===== src/rtl/whackmole_game_ctrl.sv =====
// Whack-a-mole game sequencer: lights a pseudo-random mole for a bounded
// window after a dark gap, judges rising switch edges, keeps hit/miss/round
// counts and stops after ROUNDS moles.
//
// Ports:
//   clk        system clock, rising edge
//   rst_n      asynchronous active-low reset
//   start      begins a game from IDLE or OVER (ignored while busy)
//   SW         switch levels, already synchronised to clk
//   LEDR       one-hot lit mole, 0 when no mole is up
//   hits       correct whacks this game (saturating)
//   misses     timeouts plus wrong whacks this game (saturating)
//   round      moles completed this game
//   busy       high while in GAP or UP
//   game_over  high while in OVER
module whackmole_game_ctrl #(
    parameter int unsigned N_MOLES    = 4,
    parameter int unsigned UP_CYCLES  = 8,
    parameter int unsigned GAP_CYCLES = 4,
    parameter int unsigned ROUNDS     = 10,
    parameter int unsigned CNT_W      = 8,
    parameter logic [7:0]  LFSR_SEED  = 8'hA5
) (
    input  logic               clk,
    input  logic               rst_n,
    input  logic               start,
    input  logic [N_MOLES-1:0] SW,
    output logic [N_MOLES-1:0] LEDR,
    output logic [CNT_W-1:0]   hits,
    output logic [CNT_W-1:0]   misses,
    output logic [CNT_W-1:0]   round,
    output logic               busy,
    output logic               game_over
);

    localparam int unsigned POS_W   = $clog2(N_MOLES);
    localparam int unsigned MAX_CYC = (UP_CYCLES > GAP_CYCLES) ? UP_CYCLES : GAP_CYCLES;
    localparam int unsigned TMR_W   = $clog2(MAX_CYC + 1);
    localparam logic [TMR_W-1:0] GAP_LOAD = TMR_W'(GAP_CYCLES - 1);
    localparam logic [TMR_W-1:0] UP_LOAD  = TMR_W'(UP_CYCLES - 1);

    typedef enum logic [1:0] {
        S_IDLE = 2'd0,
        S_GAP  = 2'd1,
        S_UP   = 2'd2,
        S_OVER = 2'd3
    } state_e;

    state_e             state_q, state_d;
    logic [TMR_W-1:0]   timer_q, timer_d;
    logic [POS_W-1:0]   pos_q, pos_d;
    logic [7:0]         lfsr_q, lfsr_d;
    logic [N_MOLES-1:0] sw_q;
    logic [CNT_W-1:0]   hits_q, hits_d;
    logic [CNT_W-1:0]   misses_q, misses_d;
    logic [CNT_W-1:0]   round_q, round_d;
    logic [N_MOLES-1:0] ledr_q, ledr_d;
    logic               busy_q, busy_d;
    logic               over_q, over_d;
    logic [N_MOLES-1:0] edge_c;
    logic               judged_c;

    assign edge_c = SW & ~sw_q;

    // State and datapath registers
    always_ff @(posedge clk or negedge rst_n) begin
        if (!rst_n) begin
            state_q  <= S_IDLE;
            timer_q  <= '0;
            pos_q    <= '0;
            lfsr_q   <= LFSR_SEED;
            sw_q     <= '0;
            hits_q   <= '0;
            misses_q <= '0;
            round_q  <= '0;
            ledr_q   <= '0;
            busy_q   <= 1'b0;
            over_q   <= 1'b0;
        end else begin
            state_q  <= state_d;
            timer_q  <= timer_d;
            pos_q    <= pos_d;
            lfsr_q   <= lfsr_d;
            sw_q     <= SW;
            hits_q   <= hits_d;
            misses_q <= misses_d;
            round_q  <= round_d;
            ledr_q   <= ledr_d;
            busy_q   <= busy_d;
            over_q   <= over_d;
        end
    end

    // Next-state, counters and registered outputs
    always_comb begin
        state_d  = state_q;
        timer_d  = timer_q;
        pos_d    = pos_q;
        hits_d   = hits_q;
        misses_d = misses_q;
        round_d  = round_q;
        judged_c = 1'b0;
        // x^8+x^6+x^5+x^4+1, shifted left with feedback into bit 0
        lfsr_d   = {lfsr_q[6:0], lfsr_q[7] ^ lfsr_q[5] ^ lfsr_q[4] ^ lfsr_q[3]};

        unique case (state_q)
            S_IDLE, S_OVER: begin
                if (start) begin
                    state_d  = S_GAP;
                    timer_d  = GAP_LOAD;
                    hits_d   = '0;
                    misses_d = '0;
                    round_d  = '0;
                end
            end
            S_GAP: begin
                if (timer_q == '0) begin
                    state_d = S_UP;
                    pos_d   = POS_W'(32'(lfsr_q) % N_MOLES);
                    timer_d = UP_LOAD;
                end else begin
                    timer_d = timer_q - 1'b1;
                end
            end
            S_UP: begin
                // A correct edge wins over a simultaneous wrong edge or timeout
                if (edge_c[pos_q]) begin
                    hits_d   = (hits_q == '1) ? hits_q : hits_q + 1'b1;
                    judged_c = 1'b1;
                end else if ((|edge_c) || (timer_q == '0)) begin
                    misses_d = (misses_q == '1) ? misses_q : misses_q + 1'b1;
                    judged_c = 1'b1;
                end else begin
                    timer_d = timer_q - 1'b1;
                end
                if (judged_c) begin
                    round_d = round_q + 1'b1;
                    if (round_d == CNT_W'(ROUNDS)) begin
                        state_d = S_OVER;
                    end else begin
                        state_d = S_GAP;
                        timer_d = GAP_LOAD;
                    end
                end
            end
            default: state_d = S_IDLE;
        endcase

        // Outputs are registered from the next state so they align with it
        ledr_d = (state_d == S_UP) ? (N_MOLES'(1) << pos_d) : '0;
        busy_d = (state_d == S_GAP) || (state_d == S_UP);
        over_d = (state_d == S_OVER);
    end

    assign LEDR      = ledr_q;
    assign hits      = hits_q;
    assign misses    = misses_q;
    assign round     = round_q;
    assign busy      = busy_q;
    assign game_over = over_q;

endmodule


===== config.mk =====
export PLATFORM = sky130hd
export DESIGN_NAME = whackmole_game_ctrl
export DESIGN_NICKNAME = d
export VERILOG_FILES = /design/src/rtl/whackmole_game_ctrl.sv
export SDC_FILE = /design/constraint.sdc
export NUM_CORES = 1
export LEC_CHECK = 0
export BUFFER_PORTS_ARGS = -buffer_cell sky130_fd_sc_hd__buf_4
export CAP_MARGIN = 20
export CORE_MARGIN = 2
export CORE_UTILIZATION = 60
export DETAILED_ROUTE_END_ITERATION = 6
export PLACE_DENSITY = 0.88
export SYNTH_ARGS = -nofsm -noshare
export SYNTH_HDL_FRONTEND = slang
export SYNTH_SLANG_ARGS = --single-unit

===== constraint.sdc =====
create_clock -name clk -period 6.1 [get_ports clk]
set_input_delay 0.305 -clock clk [delete_from_list [all_inputs] [get_ports clk]]
set_output_delay 0.305 -clock clk [all_outputs]
set_load 0.005 [all_outputs]

==> summary.md <==
| Metric | Value |
|---|---|
| Syn avg cell area | `9.49 um2` |
| Aggregate routed wire length | `5.74 mm` |
| Register bit total from synthesis | `50` |
| Most frequent cell after synthesis | `dfrtp_1` |
| Cell Chain, Critical Path | `inv_1 -> ha_1 -> nor2b_1 -> o22ai_1 -> nand2_1 -> ha_1 -> inv_1 -> or2_2 -> nor2_1` |
| Crit Path Max Fanout | `19` |
| 1st-iter DRT viols | `216` |
| Post-synth top cells | `46 x dfrtp_1, 28 x nand2_1, 26 x nor2_1` |
| Largest net degree at the start of global routing | `a little over 50` |
| Dominant cell type by area after synthesis | `dfrtp_1` |
| Fill count | `333` |
| Setup Skew | `about 0.0065 ns` |
| Crit path DAT | `3.22 ns` |
| GRT Overall Usage | `24.5%` |
| DR vias | `approximately 2.3k` |
| Vias per Instance | `6.09` |
| Die Ht | `between 70 and 80 um` |
| Area grow syn2layout | `14.2%` |
| Main combinational cell family by area after synthesis | `simple AND/OR/NAND/NOR gates` |
| Clk root buf | `clkbuf_8` |
| Placer Congestion | `0.874` |
| Post-Synth XOR/XNOR Area | `3.55%` |
| # Post-CTS Setup Buffers | `0` |
| Simple-Gate Fraction of Synth Area | `22.5%` |
| Overflow after GRT | `0` |
| Synthesized Nets | `302` |
| Fin crit period | `2.97 ns` |
| Fin. max-slew vios | `0` |
| CTS H-Tree Depth | `2` |
| Crit start category | `flop` |
| Async SR Flop Fraction | `100%` |
| DR WL/cell | `15.5 um` |
| Clock Tree Buf Depth | `2` |
| Final period utilization | `48.7%` |
| Initial antenna violation count | `0` |
| CTS-repair resized insts | `0` |
| Ports | `37` |
| Initial Util | `62.3%` |
| Buffers added on ports | `36` |
| Core area | `roughly 0.0044 mm2` |
| Clk sink count | `50` |
| Buf/Inv on CP | `2` |
| Top post-synthesis cells by area | `dfrtp_1 42%, ha_1 4.1%, dfstp_2 3.9%` |
| Worst-path clk slew | `0.10 ns` |
| Fin area | `0.00310 mm2` |
| CTS tree | `done` |
| WP data required | `6.34 ns` |
| DIE AREA | `0.00508 mm2` |
| Max Clock Freq | `337 MHz` |
| Slew @ Worst Pin | `0.922 ns` |
| WHS | `0.00116 ns` |
| Dpl hpwl | `3.93 mm` |
| Setup violations, final | `0` |
| Tot Pwr | `0.965 mW` |
| Drt first pass iters | `4` |
| Post-synthesis cell type count | `between 50 and 60` |
| Row cnt | `24` |
| Vias in the first global route | `~2.1k` |
| Register area | `0.00126 mm2` |
| Fin. Hold Viols | `0` |
| Mux contribution to synthesized area | `4.61%` |
| CP Capture Type | `flop` |
| Top_reg_cell synth | `dfrtp_1` |
| Slowest CP cell | `nor2b_1` |
| Share of layout cells above drive strength 1 | `a little under a fifth` |
| Synth Instances | `286` |
| Worst min path class | `in -> async` |
| CP delay by family, top | `simple AND/OR/NAND/NOR gates` |
| Critical path class | `reg -> reg` |
| Status | `finished clean` |
| Yosys warnings | `0` |
| Slew headroom | `38.4%` |
| Pre-CTS setup slack | `3.16 ns` |
| Worst Slack Setup Final | `3.13 ns` |
| Post-DP Area | `0.00300 mm2` |
| RSZ-0062 raised after global routing | `no` |
| ANT cells | `0` |
| Die X | `71.3 um` |
| Nets@finish | `333` |
| Worst IR drop on VDD | `approximately 0.00024 V` |
| Multi-input gate area | `0.00135 mm2` |
| First-pass GRT wire length | `9.83 mm` |
| Setup_tns | `0 ns` |
| Synth top area share | `about 42%` |
| DRT antenna net count | `0` |
| Placed cells | `362` |
| Post-synth EDFFs | `0` |
| P per Cell Area | `311 mW/mm2` |
| Mapped cell area | `roughly 0.0027 mm2` |
| Skew-Pair Late Insertion Delay | `0.31 ns` |
| Fraction of the mapped netlist area in compound gates | `15.0%` |
| Fin util | `71.1%` |
| Layout Cells excl Fill | `370` |
| Synth Area in Adders | `4.15%` |
| # DRC | `0` |
| Max stage delay on crit path | `roughly 0.81 ns` |
| Lkg Pwr | `1.51 nW` |
| Register area share after synthesis | `46.3%` |
| Cts-stage hold buffer count | `0` |
| Max_cap viols | `0` |
| CTS buffer count | `5` |
==> kinds of logic after synthesis <==
logic type	count (synthesis)
and+or+nand+nor	117
AOI/OAI and AO/OA	62
DFF	50
buffers and inverters	26
xor gates and xnor gates	11
muxes	11
adders and majority gates	9
==> power by group <==
part / leakage, nW / switching (mW) / total [mW] / internal (mW)
Sequential: 0.663 / 0.0265 / 0.388 / 0.362
Clock: 0.0514 / 0.114 / 0.207 / 0.0935
Combinational: 0.797 / 0.241 / 0.369 / 0.128
Total: 1.51 / 0.381 / 0.965 / 0.583
==> layout make-up <==
type,instances,area share [%]
Clock buffer,6,2.67
Clock inverter,2,0.565
Inverter,14,1.70
Multi-Input combinational cell,210,43.7
Sequential cell,50,40.5
Tap cell,52,2.10
Timing Repair Buffer,36,8.72
==> per-layer routing <==
layer	GRT usage [%]	up-vias	routed length, um
met5	0	-	0
met4	11.3	0	141
met3	4.08	15	303
met2	37.9	73	2680
met1	34.3	1096	2620
li1	-	1069	-
==> path summary, 6_finish.rpt <==
kind | cells after the start | end | startpoint | slack (ns)
min in group clk | 1 | sw_q[0] | SW[0] | 0.11
worst min-delay path | 1 | lfsr_q[1] | rst_n | 0.001
worst max-delay path | 9 | LEDR[2] | state_q[0] | 3.13
worst min register to register | 0 | lfsr_q[7] | lfsr_q[6] | 0.36
max in group asynchronous | 1 | hits[0] | rst_n | 5.69
worst max register to register | 9 | LEDR[2] | state_q[0] | 3.13
==> flip-flops by register name (all words and copies together), names as in the netlist <==
| register | flops |
|---|---|
| hits | 8 |
| lfsr_q | 8 |
| misses | 8 |
| round | 8 |
| LEDR | 4 |
| sw_q | 4 |
| timer_q | 4 |
| pos_q | 2 |
| state_q | 2 |
| busy | 1 |
| game_over | 1 |
==> cell usage in the layout, fill, tap and decap left out, types with 2 or more instances in the layout <==
master     n
buf_4     36
clkbuf_8   6
a22oi_1    3
mux2i_1    8
nor2b_1    3
nand3_1    8
mux2_2     2
inv_1     14
nor2_1    26
o21ai_0   14
nand4_1    8
dfstp_2    4
o21a_1     2
xnor2_1    4
xor2_1     7
nand2_1   28
clkinv_4   2
nor3_1     6
o22ai_1    3
dfrtp_1   46
and2_1     3
a21o_1     2
a31oi_1    4
and3_1    10
and4_1     3
nand2b_1   7
o211ai_1   3
ha_1       9
or3_1      4
a21oi_1   18
(Power assumes the default switching activity.)
